[src/rtl/stepper_ramp_axis.sv]
// Single-axis stepper controller: relative moves with linear accel/cruise/decel period ramp.
// Optional STEPPER_LIMIT_EN adds synchronised active-low end-of-travel limit inputs.
module stepper_ramp_axis #(
  parameter int unsigned CNT_W     = 16,
  parameter int unsigned STEPS_W   = 24,
  parameter int unsigned POS_W     = 32,
  parameter int unsigned PULSE_W   = 100,
  parameter int unsigned DIR_SETUP = 50
) (
  input  logic                    clk,
  input  logic                    rst_n,
  input  logic                    cmd_valid,
  output logic                    cmd_ready,
  input  logic                    cmd_dir,
  input  logic [STEPS_W-1:0]      cmd_steps,
  input  logic [CNT_W-1:0]        cfg_start_period,
  input  logic [CNT_W-1:0]        cfg_min_period,
  input  logic [CNT_W-1:0]        cfg_accel,
  input  logic                    abort,
  input  logic                    estop,
`ifdef STEPPER_LIMIT_EN
  input  logic                    lim_fwd_n,
  input  logic                    lim_rev_n,
`endif
  output logic                    motor_enable,
  output logic                    motor_dir,
  output logic                    motor_step,
  output logic                    busy,
  output logic                    done,
  output logic                    err,
  output logic [STEPS_W-1:0]      steps_done,
  output logic signed [POS_W-1:0] position
);

  typedef enum logic [2:0] {S_IDLE, S_SETUP, S_ACCEL, S_CRUISE, S_DECEL} state_t;

  localparam logic [CNT_W-1:0] MIN_P      = CNT_W'(2 * PULSE_W);
  localparam logic [CNT_W-1:0] PULSE_C    = CNT_W'(PULSE_W);
  localparam logic [CNT_W-1:0] SETUP_LAST = CNT_W'(DIR_SETUP - 1);

  state_t               r_state, w_state_n, w_phase;
  logic [CNT_W-1:0]     r_cnt, r_per, r_cur, r_min, r_start, r_accel;
  logic [CNT_W-1:0]     w_cnt_n, w_per_n, w_cur_n, w_min_n, w_start_n, w_accel_n, w_p;
  logic [STEPS_W-1:0]   r_rem, r_ramp, r_steps, w_rem_n, w_ramp_n, w_steps_n;
  logic [POS_W-1:0]     r_pos, w_pos_n;
  logic                 r_dir, r_en, r_step, r_busy, r_done, r_err, r_ready;
  logic                 w_dir_n, w_en_n, w_step_n, w_busy_n, w_done_n, w_err_n, w_ready_n;
  logic                 w_rise, w_lim_cmd, w_lim_run;
  logic [CNT_W-1:0]     w_cfg_min, w_cfg_start;
  logic [CNT_W:0]       w_sub, w_add;

  assign w_cfg_min   = (cfg_min_period > MIN_P) ? cfg_min_period : MIN_P;
  assign w_cfg_start = (cfg_start_period > w_cfg_min) ? cfg_start_period : w_cfg_min;
  assign w_sub       = {1'b0, r_cur} - {1'b0, r_accel};
  assign w_add       = {1'b0, r_cur} + {1'b0, r_accel};

`ifdef STEPPER_LIMIT_EN
  logic [1:0] r_fwd_sync, r_rev_sync;
  always_ff @(posedge clk) begin
    if (!rst_n) begin
      r_fwd_sync <= 2'b11;
      r_rev_sync <= 2'b11;
    end else begin
      r_fwd_sync <= {r_fwd_sync[0], lim_fwd_n};
      r_rev_sync <= {r_rev_sync[0], lim_rev_n};
    end
  end
  assign w_lim_cmd = cmd_dir ? ~r_rev_sync[1] : ~r_fwd_sync[1];
  assign w_lim_run = r_dir   ? ~r_rev_sync[1] : ~r_fwd_sync[1];
`else
  assign w_lim_cmd = 1'b0;
  assign w_lim_run = 1'b0;
`endif

  always_comb begin
    w_state_n = r_state;
    w_cnt_n   = r_cnt;
    w_per_n   = r_per;
    w_cur_n   = r_cur;
    w_min_n   = r_min;
    w_start_n = r_start;
    w_accel_n = r_accel;
    w_rem_n   = r_rem;
    w_ramp_n  = r_ramp;
    w_steps_n = r_steps;
    w_pos_n   = r_pos;
    w_dir_n   = r_dir;
    w_en_n    = r_en;
    w_step_n  = r_step;
    w_busy_n  = r_busy;
    w_done_n  = 1'b0;
    w_err_n   = r_err;
    w_rise    = 1'b0;
    w_phase   = r_state;
    w_p       = r_cur;

    case (r_state)
      S_IDLE: begin
        if (cmd_valid && !estop) begin
          w_steps_n = '0;
          w_err_n   = 1'b0;
          w_min_n   = w_cfg_min;
          w_start_n = w_cfg_start;
          w_accel_n = cfg_accel;
          w_cur_n   = w_cfg_start;
          w_ramp_n  = '0;
          w_rem_n   = cmd_steps;
          w_cnt_n   = '0;
          if (cmd_steps == '0 || w_lim_cmd) begin
            w_done_n = 1'b1;
            w_err_n  = w_lim_cmd;
          end else begin
            w_state_n = S_SETUP;
            w_busy_n  = 1'b1;
            w_en_n    = 1'b0;
            w_dir_n   = cmd_dir;
          end
        end
      end
      S_SETUP: begin
        if (abort) begin
          w_state_n = S_IDLE;
          w_done_n  = 1'b1;
          w_busy_n  = 1'b0;
          w_en_n    = 1'b1;
          w_step_n  = 1'b0;
        end else if (r_cnt == SETUP_LAST) begin
          w_rise  = 1'b1;
          w_phase = (r_accel == '0 || r_start == r_min) ? S_CRUISE : S_ACCEL;
        end else begin
          w_cnt_n = r_cnt + 1'b1;
        end
      end
      default: begin
        if (r_cnt == r_per - 1'b1) begin
          if (r_rem == '0) begin
            w_state_n = S_IDLE;
            w_done_n  = 1'b1;
            w_busy_n  = 1'b0;
            w_en_n    = 1'b1;
            w_step_n  = 1'b0;
          end else begin
            w_rise = 1'b1;
          end
        end else begin
          w_cnt_n  = r_cnt + 1'b1;
          w_step_n = (w_cnt_n < PULSE_C);
        end
      end
    endcase

    // r_cur holds the next accel period; decel pre-increments so the ramp mirrors itself
    if (w_rise) begin
      w_cnt_n   = '0;
      w_step_n  = 1'b1;
      w_rem_n   = r_rem - 1'b1;
      w_steps_n = r_steps + 1'b1;
      w_pos_n   = r_dir ? r_pos - 1'b1 : r_pos + 1'b1;
      w_state_n = w_phase;
      case (w_phase)
        S_ACCEL: begin
          w_p      = r_cur;
          w_cur_n  = (w_sub[CNT_W] || w_sub[CNT_W-1:0] < r_min) ? r_min : w_sub[CNT_W-1:0];
          w_ramp_n = r_ramp + 1'b1;
          if (w_cur_n == r_min) w_state_n = S_CRUISE;
        end
        S_DECEL: begin
          w_p     = (w_add > {1'b0, r_start}) ? r_start : w_add[CNT_W-1:0];
          w_cur_n = w_p;
          if (r_ramp != '0) w_ramp_n = r_ramp - 1'b1;
        end
        default: w_p = r_cur;
      endcase
      w_per_n = w_p;
      if (w_phase != S_DECEL && w_rem_n <= w_ramp_n) w_state_n = S_DECEL;
    end

    if (abort && (r_state == S_ACCEL || r_state == S_CRUISE) && w_state_n != S_IDLE) begin
      w_state_n = S_DECEL;
      if (w_rem_n > w_ramp_n) w_rem_n = w_ramp_n;
    end

    if (r_state != S_IDLE && (estop || w_lim_run)) begin
      w_state_n = S_IDLE;
      w_done_n  = 1'b1;
      w_busy_n  = 1'b0;
      w_en_n    = 1'b1;
      w_step_n  = 1'b0;
      w_err_n   = 1'b1;
    end else if (r_state == S_IDLE && estop) begin
      w_err_n = 1'b1;
    end

    w_ready_n = (w_state_n == S_IDLE);
  end

  always_ff @(posedge clk) begin
    if (!rst_n) begin
      r_state <= S_IDLE;
      r_cnt   <= '0;
      r_per   <= '0;
      r_cur   <= '0;
      r_min   <= '0;
      r_start <= '0;
      r_accel <= '0;
      r_rem   <= '0;
      r_ramp  <= '0;
      r_steps <= '0;
      r_pos   <= '0;
      r_dir   <= 1'b0;
      r_en    <= 1'b1;
      r_step  <= 1'b0;
      r_busy  <= 1'b0;
      r_done  <= 1'b0;
      r_err   <= 1'b0;
      r_ready <= 1'b1;
    end else begin
      r_state <= w_state_n;
      r_cnt   <= w_cnt_n;
      r_per   <= w_per_n;
      r_cur   <= w_cur_n;
      r_min   <= w_min_n;
      r_start <= w_start_n;
      r_accel <= w_accel_n;
      r_rem   <= w_rem_n;
      r_ramp  <= w_ramp_n;
      r_steps <= w_steps_n;
      r_pos   <= w_pos_n;
      r_dir   <= w_dir_n;
      r_en    <= w_en_n;
      r_step  <= w_step_n;
      r_busy  <= w_busy_n;
      r_done  <= w_done_n;
      r_err   <= w_err_n;
      r_ready <= w_ready_n;
    end
  end

  assign cmd_ready    = r_ready;
  assign motor_enable = r_en;
  assign motor_dir    = r_dir;
  assign motor_step   = r_step;
  assign busy         = r_busy;
  assign done         = r_done;
  assign err          = r_err;
  assign steps_done   = r_steps;
  assign position     = r_pos;

endmodule

[config.mk]
export PLATFORM = sky130hd
export DESIGN_NAME = stepper_ramp_axis
export DESIGN_NICKNAME = d
export VERILOG_FILES = /design/src/rtl/stepper_ramp_axis.sv
export SDC_FILE = /design/constraint.sdc
export NUM_CORES = 1
export LEC_CHECK = 0
export CELL_PAD_IN_SITES_DETAIL_PLACEMENT = 1
export CELL_PAD_IN_SITES_GLOBAL_PLACEMENT = 1
export CORE_MARGIN = 1
export CORE_UTILIZATION = 40
export CTS_BUF_LIST = sky130_fd_sc_hd__clkbuf_16
export DETAILED_ROUTE_END_ITERATION = 10
export GPL_ROUTABILITY_DRIVEN = 0
export PLACE_DENSITY_LB_ADDON = 0.1
export SLEW_MARGIN = 20
export SYNTH_ARGS = -nofsm -noshare
export SYNTH_HDL_FRONTEND = slang
export SYNTH_SLANG_ARGS = --single-unit
[constraint.sdc]
create_clock -name clk -period 7.4 [get_ports clk]
set_input_delay 1.85 -clock clk [delete_from_list [all_inputs] [get_ports clk]]
set_output_delay 1.85 -clock clk [all_outputs]
set_load 0.01 [all_outputs]
==> results.md, run 1 <==
* Status: completed
* Final hold vios at 0
* EDFF count, synth at 0
* Synth-to-Final Area Change at 15.4%
* YS warnings at 0
* Post-Synthesis Cells at 2440
* Fin nets at 2759
* Root Driver: clkbuf_16
* Largest net degree at the start of global routing at 86
* I/O Pins at 141
* Cts repair resizes at 0
* Core box area at around 44000 µm²
* GR Overflow Total at 0
* Final setup fails at 0
* Async S/R FF share, synth at 0%
* Register share of total power at a little over a third
* Max Clk Rate at around 0.15 GHz
* Total die area at ~46000 µm²
* Dpl hpwl at 52200 µm
* Hold Buf Count CTS at 0
* Combinational Power Share at 28.8%
* Crit. End Element: flop
* PwrDens at 168 nW/µm²
* CTS sink count at between 200 and 250
* Initial DRC Count at slightly above 1k
* Post-CTS Setup Bufs at 0
* # DRC at 0
* Pre-CTS setup slack at 0.408 ns
* Clock transition at path regs at 0.06 ns
* Sequential-to-total area share from yosys stat at 23.4%
* Count of cell types in the netlist at 87
* Peak VDD IR at 0.000171 V
* Sum Neg Setup Slack at 0 ns
* Skew-Pair Late Insertion Delay at roughly 0.57 ns
* Setup crit start kind: flop
* Most frequent cells in the layout: 275 x nand2_1, 233 x a21oi_1, 210 x dfxtp_1, 208 x nor2_1, 165 x ha_1
* # diodes at 0
* Period utilization at about nine tenths
* Vias/cell at 6.07
* FF+latch count, synth at 210
* Final setup margin at 0.651 ns
* Synthesized area per cell at 7.37 µm²
* Post-DR wirelength/cell at between 20 and 25 µm
* First-pass GRT wire length at 108000 µm
* CTS max path bufs at 3
* Top-area cell type share of the netlist area at 23.4%
* Share of cells above drive strength 1 at roughly 5.7%
* Minimum clock period at 6.75 ns
* Leakage power at about 8.1 nW
* CTS buffer count at 27
* Via count at 18.9k
* CP Data Required Time at 7.89 ns
* Hold crit path type: flop to flop
* CP Class: flop to flop
* Commonest non-fill, non-tap cell in the layout: nand2_1
* Max_cap viols at 0
* CP cell instances: inv_1 > ha_1 > or4b_1 > o21ai_2 > o2111ai_1 > or4b_1 > or4b_4 > o31a_2 > nor2_1 > mux2i_1 > inv_1 > ha_1 > nand3_1 > nor2_1 > nand2_1 > or4_1 > nor2_1 > a211oi_1 > nor4_2 > buf_4 > mux2_2 > nor2_1
* Top cells by area, synth: dfxtp_1 23%, ha_1 11%, a21oi_1 6.5%
* Die width at 214 µm
* Relative slew slack at 29.1%
* Final Skew at 0.0163 ns
* Slew @ Worst Pin at 1.06 ns
* Critical Path AT at roughly 7.2 ns
* Slowest stage cell, crit path: or4b_1
* Crit path top cell by count: nor2_1
* Leading area contributor after synthesis: dfxtp_1
* Syn nets at ~2.7k
* Clock power share at between 30% and 40%
* Top_reg_cell synth: dfxtp_1
* Post-synthesis cell area at 18000 µm²
* Max-slew violations at 0
* Sw power at 0.00119 W
* Vias in the first global route at 19.3k
* Int Power at 0.00231 W
* CTS H-Tree Depth at 1
* Switching share of power at 33.9%
* Tot GR Track Use at 29.2%
* Row cnt at 77
* Unrepaired setup endpoints after global routing: no
* Critical Path Max Stage Delay at ~0.66 ns
* Antenna violations before repair at 0
* Initial core utilization at around two fifths
* Maximum fanout along the worst path at 13
* Pre-antenna DRT Iters at 5
* Post-route ant nets at 0
* Die Y-Extent at 214 µm
* Port-buffer cells at 140
* CTS tree: built
* Routed wire length at 68400 µm
cells in the mapped netlist, types with 43 or more instances:
cell,count
xnor2_1,82
nand2_1,275
ha_1,165
o21a_1,46
nand3_1,95
clkbuf_1,104
nor3_1,68
o21ai_0,142
a21o_1,43
a21oi_1,233
inv_1,116
dfxtp_1,210
nor2_1,211
worst max-delay path, delay by kind of cell, from the launching register on:
family | cells | cell delay (ns)
buffers and inverters | 3 | 0.46
and+or+nand+nor | 11 | 3.61
muxes | 2 | 0.75
AOI/OAI and AO/OA | 4 | 0.78
DFF | 1 | 0.38
adders and majority gates | 2 | 0.68
power groups by stage:
stage	logic, W	registers (W)	clock network, W
4_1_cts	0.00100	0.00121	0.00130
5_1_grt	0.00110	0.00122	0.00135
3_5_place_dp	0.000993	0.00124	0
3_3_place_gp	0.000965	0.00124	0
2_1_floorplan	0.000675	0.00122	0
6_report	0.00101	0.00122	0.00127
stage by stage:
step	area, µm²	instances	total power, W	util [%]	hold slack, ns
global placement	19900	3075	0.00220	45.0	0.446
global route	20800	3122	0.00367	46.9	0.485
finish	20800	3122	0.00350	46.9	0.465
floorplan	18000	2440	0.00189	-	0.465
CTS	20800	3122	0.00352	46.8	0.474
detailed placement	20000	3076	0.00223	45.0	0.466
routing by layer:
metal,share of wire (%),vias up,track usage (%),wire length (µm)
met1,46,9350,38.7,31100
met2,47,454,49.6,32000
met5,0,-,0,0
met3,4.6,105,2.89,3130
li1,-,9028,-,-
met4,3.2,0,9.31,2160
worst paths after layout:
| kind | slack (ns) | startpoint | end | cells after the start |
|---|---|---|---|---|
| worst max register to register | 0.65 | r_per[0] | r_rem[0] | 22 |
| worst min-delay path | 0.47 | busy | busy | 2 |
| worst min register to register | 0.47 | busy | busy | 2 |
| worst max-delay path | 0.65 | r_per[0] | r_rem[0] | 22 |
cells by family (layout without fill, tap and decap cells):
family / after synthesis / count (layout) / share of synthesized area (%)
AO/OA/AOI/OAI: 748 / 748 / 26.8
XOR/XNOR: 119 / 119 / 5.87
adder cells (fa/ha/maj): 168 / 168 / 11.8
buffers and inverters: 257 / 347 / 5.62
flip-flops: 210 / 210 / 23.4
multiplexers: 51 / 51 / 3.00
AND/OR/NAND/NOR: 887 / 887 / 23.5
registers in the layout, indices dropped and copies added (netlist names), 3 cells and up:
register    cells
position       32
r_accel        16
r_cnt          16
r_cur          16
r_min          16
r_per          16
r_ramp         24
r_rem          24
r_start        16
r_state         3
steps_done     24
cell type report:
cell class | count | area, µm²
well taps | 592 | 741
multi-input cells | 1973 | 12800
repair buffers | 183 | 1730
flip-flops and latches | 210 | 4200
inverters | 118 | 445
clock inverters | 19 | 133
fillers | 5573 | 23600
clock buffers | 27 | 676
(Power assumes the default switching activity.)
==> run 2: changes to the inputs <==
GPL_TIMING_DRIVEN = 0   (was default)
clock period = 7.8 ns   (was 7.4 ns; I/O delays follow)
==> run 2 against run 1 <==
Critical path type is now primary input to flop. Worst hold slack got worse by 0.0030 ns. Global-route usage rose by 3.4 points. Core utilization rose by 0.98 points. First-iteration DRC count rose by 35%. Register-to-register slack got worse by 0.30 ns. Clock power rose by 9%. Combinational power fell by 5%. Design area rose by 2.1%. Final cell count rose by 3.4%. Sequential share of layout area fell by 0.41 points.
==> results.md, run 2 (same netlist as run 1, synthesis figures left out) <==
* Routed length on met2 at approximately 36000 µm
* CTS buffer count at 29
* Family with the most delay on the worst path: simple AND/OR/NAND/NOR gates
* Status: completed
* Initial core utilization at 40.6%
* CP Class: primary input to flop
* Max Clk Rate at 0.132 GHz
* Slowest stage cell, crit path: or4_1
* Commonest non-fill, non-tap cell in the layout: nand2_1
* Share of cells above drive strength 1 at 5.54%
* PwrDens at 166 nW/µm²
* Largest net degree at the start of global routing at 33
* Final Skew at ~0.023 ns
* Total die area at 45800 µm²
* Hold Buf Count CTS at 0
* Die width at 214 µm
* CP cell instances: clkdlybuf4s50_1 > nor2b_1 > nand4_1 > buf_4 > a21oi_2 > and2_1 > buf_2 > buf_2 > a221o_1 > nand2_1 > mux2i_1 > inv_1 > ha_1 > nand3_1 > nor2_1 > nand2_1 > or4_1 > nor2_1 > a211oi_1 > nor4_2 > clkbuf_2 > buf_2 > o21ai_0 > a21oi_1
* FF-to-FF setup slack at between 0.3 and 0.4 ns
* CTS tree: built
* Routed wire length at 76900 µm
* Vias/cell at 6.15
* First-pass GRT wire length at 118000 µm
* Met1 wire length at around 33000 µm
* Skew-Pair Late Insertion Delay at about 0.58 ns
* DP Cell Count at ~3.2k
* Die Y-Extent at around 210 µm
* Port-buffer cells at 140
* Initial DRC Count at 1370
* Crit path top cell by count: buf_2
* Max-slew violations at 0
* Critical Path Max Stage Delay at 0.62 ns
* Synth-to-Final Area Change at 17.8%
* CTS sink count at 210
* Most frequent cells in the layout: 275 x nand2_1, 232 x a21oi_1, 211 x nor2_1, 209 x dfxtp_1, 165 x ha_1
* Uppermost layer routed: met4
* Pre-antenna DRT Iters at 7
* Slew @ Worst Pin at around 1.2 ns
* Post-route ant nets at 0
* WHS at 0.462 ns
* Fin nets at 2861
* Hold crit path type: flop to flop
* CTS max path bufs at 3
* WP buf/inv at 7
* Minimum clock period at 7.58 ns
* Critical Path AT at 8.08 ns
* Final hold vios at 0
* Relative slew slack at 20.4%
* Peak VDD IR at 0.000153 V
* Maximum fanout along the worst path at 10
* Sum Neg Setup Slack at 0 ns
* Row cnt at 77
* Setup crit start kind: primary input
* Vias in the first global route at 20.2k
* Core box area at 44300 µm²
* # DRC at 0
* Crit. End Element: flop
* Period utilization at 97.1%
* Final setup fails at 0
* Antenna violations before repair at 0
* Tot GR Track Use at 32.6%
* Max_cap viols at 0
* Met3 WL at 4870 µm
* Dpl hpwl at 60300 µm
* Post-DR wirelength/cell at about 24 µm
* Final non-filler cell total at ~3.2k
* Clock transition at path regs at 0.06 ns
* GR Overflow Total at 0
* Root Driver: clkbuf_16
* Via count at 19.8k
* CTS H-Tree Depth at 1
* Leakage power at 8.24 nW
* Util after Layout at 47.8%
* Unrepaired setup endpoints after global routing: no
* CP Data Required Time at 8.30 ns
* I/O Pins at 141
* Max FFs per register at 32
## run 2: metrics by stage
stage / instance area, µm² / total power (W) / setup slack [ns]
2_1_floorplan: 18000 / 0.00180 / 1.67
3_3_place_gp: 20100 / 0.00208 / -1.09
3_5_place_dp: 20200 / 0.00212 / -1.11
4_1_cts: 21200 / 0.00351 / 0.0604
5_1_grt: 21200 / 0.00366 / 0.00868
6_report: 21200 / 0.00351 / 0.223
## run 2: final timing paths
check | from | to | depth (start not counted)
worst max-delay path | abort | r_rem[13] | 24
worst min register to register | busy | busy | 2
worst max register to register | r_per[0] | r_rem[13] | 26
worst min-delay path | busy | busy | 2
## run 2: repair_timing
action	4_1_cts	5_1_grt
pin swaps	1	0
hold endpoints to repair	0	0
gates resized for setup	5	6
setup buffers	2	0
endpoints found under the setup margin	24	24
## run 2: area by class of cell
class / count / area [µm²]
tap: 592 / 741
multi-input combinational: 1973 / 12800
fill: 5546 / 23100
sequential: 210 / 4210
antenna: 1 / 2.50
clock buffer: 29 / 726
inverter: 118 / 443
buffer: 139 / 581
clock inverter: 22 / 243
timing repair buffer: 144 / 1450
## run 2: where the power goes
group	switching [W]	internal (W)
Sequential	0.0000495	0.00110
Clock	0.000558	0.000836
Combinational	0.000570	0.000394
Total	0.00118	0.00233
## run 2: routing by layer
layer	vias to the layer above	global-route usage, %
met2	654	54.7
met3	178	4.40
li1	9255	-
met1	9753	41.7
met4	0	14.5
met5	-	0
## run 2: tightest hold or removal path, cell delays in order, from the launching register on
cell and delay, ns:
dfxtp_1 0.31, nand2_1 0.05, a21oi_1 0.05
